$ cat src/rtl/ram_byte_streamer.sv
// Reads a run of 32-bit RAM words and streams them MSB-first as bytes over valid/ready.
// Optional trailing XOR checksum byte when RAM_STREAM_CHECKSUM_EN is defined.
module ram_byte_streamer #(
    parameter int ADDR_W = 7,
    parameter int DATA_W = 32
) (
    input  logic              clk,
    input  logic              rst,
    input  logic              start,
    input  logic [ADDR_W-1:0] base_addr,
    input  logic [7:0]        word_count,
    output logic              ram_en,
    output logic              ram_action,
    output logic [ADDR_W-1:0] ram_addr,
    input  logic [DATA_W-1:0] ram_rdata,
    output logic [7:0]        tx_data,
    output logic              tx_valid,
    input  logic              tx_ready,
    output logic              busy,
    output logic              done
);

`ifdef RAM_STREAM_CHECKSUM_EN
    typedef enum logic [2:0] {IDLE, RD, CAP, SEND, CKSUM, FIN} state_t;
`else
    typedef enum logic [2:0] {IDLE, RD, CAP, SEND, FIN} state_t;
`endif

    state_t            state, n_state;
    logic              n_en, n_valid, n_busy, n_done;
    logic [ADDR_W-1:0] n_addr;
    logic [7:0]        n_txd;
    logic [31:0]       shreg, n_shreg;
    logic [1:0]        bcnt, n_bcnt;
    logic [7:0]        words, n_words;
    logic              hs;

`ifdef RAM_STREAM_CHECKSUM_EN
    logic [7:0] xsum, n_xsum;
`endif

    assign ram_action = 1'b0;
    assign hs = tx_valid && tx_ready;

    always_ff @(posedge clk or posedge rst) begin
        if (rst) begin
            state    <= IDLE;
            ram_en   <= 1'b0;
            ram_addr <= '0;
            tx_data  <= '0;
            tx_valid <= 1'b0;
            busy     <= 1'b0;
            done     <= 1'b0;
            shreg    <= '0;
            bcnt     <= '0;
            words    <= '0;
`ifdef RAM_STREAM_CHECKSUM_EN
            xsum     <= '0;
`endif
        end else begin
            state    <= n_state;
            ram_en   <= n_en;
            ram_addr <= n_addr;
            tx_data  <= n_txd;
            tx_valid <= n_valid;
            busy     <= n_busy;
            done     <= n_done;
            shreg    <= n_shreg;
            bcnt     <= n_bcnt;
            words    <= n_words;
`ifdef RAM_STREAM_CHECKSUM_EN
            xsum     <= n_xsum;
`endif
        end
    end

    always_comb begin
        n_state = state;
        n_en    = ram_en;
        n_addr  = ram_addr;
        n_txd   = tx_data;
        n_valid = tx_valid;
        n_busy  = busy;
        n_done  = 1'b0;
        n_shreg = shreg;
        n_bcnt  = bcnt;
        n_words = words;
`ifdef RAM_STREAM_CHECKSUM_EN
        n_xsum  = xsum;
`endif
        unique case (state)
            IDLE: begin
                if (start) begin
`ifdef RAM_STREAM_CHECKSUM_EN
                    n_xsum = '0;
`endif
                    if (word_count != 8'd0) begin
                        n_words = word_count;
                        n_addr  = base_addr;
                        n_en    = 1'b1;
                        n_busy  = 1'b1;
                        n_state = RD;
                    end else begin
                        n_done  = 1'b1;
                        n_state = FIN;
                    end
                end
            end
            RD: begin
                n_en    = 1'b0;
                n_state = CAP;
            end
            CAP: begin
                n_shreg = ram_rdata[31:0];
                n_txd   = ram_rdata[31:24];
                n_valid = 1'b1;
                n_bcnt  = '0;
                n_state = SEND;
            end
            SEND: begin
                if (hs) begin
`ifdef RAM_STREAM_CHECKSUM_EN
                    n_xsum = xsum ^ tx_data;
`endif
                    if (bcnt == 2'd3) begin
                        n_valid = 1'b0;
                        n_words = words - 8'd1;
                        if (words != 8'd1) begin
                            n_addr  = ram_addr + 1'b1;
                            n_en    = 1'b1;
                            n_state = RD;
                        end else begin
`ifdef RAM_STREAM_CHECKSUM_EN
                            n_state = CKSUM;
`else
                            n_done  = 1'b1;
                            n_busy  = 1'b0;
                            n_state = FIN;
`endif
                        end
                    end else begin
                        n_bcnt  = bcnt + 2'd1;
                        n_shreg = {shreg[23:0], 8'h00};
                        n_txd   = shreg[23:16];
                    end
                end
            end
`ifdef RAM_STREAM_CHECKSUM_EN
            CKSUM: begin
                // first cycle presents the accumulated XOR, then waits for handshake
                if (!tx_valid) begin
                    n_valid = 1'b1;
                    n_txd   = xsum;
                end else if (tx_ready) begin
                    n_valid = 1'b0;
                    n_done  = 1'b1;
                    n_busy  = 1'b0;
                    n_state = FIN;
                end
            end
`endif
            FIN: begin
                n_state = IDLE;
            end
            default: begin
                n_state = IDLE;
            end
        endcase
    end

endmodule

$ cat config.mk
export PLATFORM = sky130hd
export DESIGN_NAME = ram_byte_streamer
export DESIGN_NICKNAME = d
export VERILOG_FILES = /design/src/rtl/ram_byte_streamer.sv
export SDC_FILE = /design/constraint.sdc
export NUM_CORES = 1
export LEC_CHECK = 0
export CAP_MARGIN = 20
export CELL_PAD_IN_SITES_DETAIL_PLACEMENT = 1
export CELL_PAD_IN_SITES_GLOBAL_PLACEMENT = 1
export CORE_ASPECT_RATIO = 0.9
export CORE_MARGIN = 8
export CORE_UTILIZATION = 37
export CTS_CLUSTER_DIAMETER = 30
export DETAILED_ROUTE_END_ITERATION = 6
export HOLD_SLACK_MARGIN = 0.06
export PLACE_DENSITY = 0.82
export SLEW_MARGIN = 20
export SYNTH_ARGS = -nofsm -noshare
export SYNTH_HDL_FRONTEND = slang
export SYNTH_SLANG_ARGS = --single-unit
$ cat constraint.sdc
create_clock -name clk -period 2.5 [get_ports clk]
set_input_delay 0.5 -clock clk [delete_from_list [all_inputs] [get_ports clk]]
set_output_delay 0.5 -clock clk [all_outputs]
set_load 0.005 [all_outputs]
==> impl_results.md <==
- Status: complete, no violations
- Slowest CP cell: or4_4
- Worst hold path class: reg -> reg
- R2R Path Start: words[1]$_DFFE_PP0P_
- CTS max path bufs: 2
- Final Cycle Share: 87.9%
- Setup crit start: word_count[4]
- Post-CTS setup repair buffer count: 0
- Setup CP Type: in -> reg
- Post-synthesis mux area share: 0.901%
- Peak Freq: 455 MHz
- Met3 Usage GRT: 2.43%
- Peak supply drop: 490 uV
- GRT Max-Usage Layer: met2
- Clock Skews: 0.00723 ns
- Antenna Nets Post-Route: 0
- Area fraction in compound gates after synthesis: 21.0%
- Largest area contributor in the netlist: dfrtp_1
- Unrepaired setup endpoints after global routing: false
- Worst Min Path Start: shreg[2]$_DFFE_PP0P_
- Placed Area: 3770 um^2
- Layout cells sized above 1: 7.77%
- Worst-margin pin slew: 0.582 ns
- Sequential element share of the synthesized area: 48.0%
- Synth area leaders: dfrtp_1, nand2_1, a31oi_1
- Most frequent cells in the layout: nand2_1, clkdlybuf4s50_1, dfrtp_1
- Met1 GRT Util: 22.8%
- Fillers: 897
- IO Count: 71
- Synth Instances: 332
- Crit path max fanout: 5
- Most common cell after layout, fill and taps aside: nand2_1
- CTS tree: done
- # rows: 30
- Delay-heaviest family, CP: simple AND/OR/NAND/NOR gates
- Post-DP HPWL: 6370 um
- Final #Nets: 453
- Synthesis Warnings: 0
- DIE WIDTH: 110 um
- Avg Inst Size Synth: 8.78 um^2
- Top cell type's share of synthesized area: 48.0%
- CP startpoint kind: primary input
- EDFF count, synth: 0
- Total power: 4.17 mW
- 1st-iter DRT viols: 182
- Die ar.: 11000 um^2
- Post-route cell area: 3860 um^2
- Initial antenna violation count: 0
- Vias in the first global route: 2900
- Main combinational cell family by area after synthesis: simple AND/OR/NAND/NOR gates
- Worst skew pair latency: 0.32 ns
- Clk root buf: clkbuf_8
- Final WL: 8880 um
- Simple-Gate Fraction of Synth Area: 23.6%
- Total GRT Usage: 16.6%
- Final Critical Period: 2.20 ns
- Max_slew headroom: 61.2%
- Number of buffers created by CTS: 5
- Synth unique cells: 43
- Worst setup EP type: flip-flop
- Die height: 100 um
- Fin. max-slew vios: 0
- Buffers on Ports: 69
- CTS resizes: 0
- Flops & latches, synth: 56
- CTS sink count: 56
- Post-synthesis xor/xnor area fraction: 0%
- P per Cell Area: 1080 nW/um^2
- Final Hold Fails: 0
- M2 GR Usage: 26.5%
- Depth of the CTS H-tree: 2
- Worst path cell trace: clkdlybuf4s50_1, or4_4, o211a_1, or2_1, mux2_4
- Gp weighted congestion: 0.858
- Synth Flop Type: dfrtp_1
- Setup_tns: 0 ns
- Starting Density: 38.5%
- Diode count: 0
- Setup violations, final: 0
- Core ar.: 7580 um^2
- Area Overhead vs Synth: 32.3%
- Post-synthesis adder-cell area fraction: 1.72%
- Asr flop ratio synth: 100%
- Worst-path clk slew: 0.11 ns
- Hold Buf Count CTS: 0
- WHS: 0.480 ns
- Max-cap viol count: 0
- Mapped cell area: 2920 um^2
- DR pass1 iterations: 4
- Critical Path AT: 2.41 ns
- Drt drc: 0
- Lkg Pwr: 1.60 nW
- Via count: 2730
- Final core area utilization: 50.9%
- CP required: 2.71 ns
- CP bufs+invs: 1
- Gr ovfl total: 0
- First-pass GRT wire length: 14800 um
- Wire per inst: 17.9 um
- Largest net degree at the start of global routing: 57
- Worst path max stage delay: 0.55 ns
- Mapped Nets: 387
- Vias per cell: 5.52
-- flip-flops by register name, summed over array words and instances, names as in the netlist --
register / cells
busy: 1
done: 1
state: 3
shreg: 24
bcnt: 2
tx_valid: 1
ram_en: 1
words: 8
tx_data: 8
ram_addr: 7
-- synthesized netlist by cell type (all sizes together), types with 2 or more instances --
master    n
nand2    71
dfrtp    56
nor2     41
a31oi    25
clkbuf   20
nand3b   10
o21ai     9
o22ai     9
a21oi     7
a22o      6
buf       6
o2bb2ai   6
a22oi     5
a2bb2oi   5
inv       5
nand3     5
nor3      5
ha        4
o22a      4
nor3b     3
nor4b     3
o211ai    3
a211oi    2
a21o      2
and3      2
mux2      2
nand4     2
or4       2
-- path summary, 6_finish.rpt --
check                      depth (start not counted)                      to  slack (ns)
setup reg to reg                                   6        busy$_DFFE_PP0P_        0.32
hold / removal                                     2    shreg[2]$_DFFE_PP0P_        0.48
setup / recovery                                   5    words[1]$_DFFE_PP0P_        0.30
max in group asynchronous                          3          done$_DFF_PP0_        1.70
min in group asynchronous                          3  tx_data[6]$_DFFE_PP0P_        0.55
hold reg to reg                                    2    shreg[2]$_DFFE_PP0P_        0.48
-- final cells by class --
type / instances / area, um^2 / share of cell area (%)
multi-input combinational: 245 / 1390 / 36.1
timing repair buffer: 85 / 836 / 21.7
clock inverter: 3 / 22.5 / 0.584
inverter: 5 / 18.8 / 0.486
tap: 96 / 120 / 3.11
clock buffer: 5 / 68.8 / 1.78
sequential: 56 / 1400 / 36.3
-- stage by stage --
stage / worst slack [ns] / cells
after floorplan: 0.358 / 332
after global placement: 0.0256 / 487
after detailed placement: -0.0276 / 487
after CTS: 0.318 / 495
after global routing: 0.240 / 495
final: 0.302 / 495
-- kinds of logic (layout without fill, tap and decap cells) --
family / Yosys count / after routing
simple gates: 150 / 150
compound gates: 88 / 88
flops: 56 / 56
buf+inv: 31 / 98
fa+ha+maj: 4 / 4
mux: 2 / 2
other cells: 1 / 1
-- worst reg2reg max path: cells and delay by family (launching register included) --
family / cells / cell delay (ns)
fa+ha+maj: 1 / 0.16
buf+inv: 1 / 0.11
simple gates: 2 / 1.01
compound gates: 2 / 0.35
flops: 1 / 0.45
-- routing by layer --
metal / vias to the layer above / wire (um) / part of all wire (%)
met5: - / 0 / 0
li1: 1315 / - / -
met4: 0 / 93 / 1.0
met2: 67 / 4220 / 47
met3: 7 / 462 / 5.2
met1: 1341 / 4110 / 46
-- power by group --
part / switching (mW) / internal [mW] / leakage (nW)
Combinational: 1.11 / 0.953 / 0.873
Clock: 0.328 / 0.202 / 0.0485
Sequential: 0.301 / 1.28 / 0.678
Total: 1.73 / 2.43 / 1.60
No activity file was read; power rests on OpenSTA's default activity.
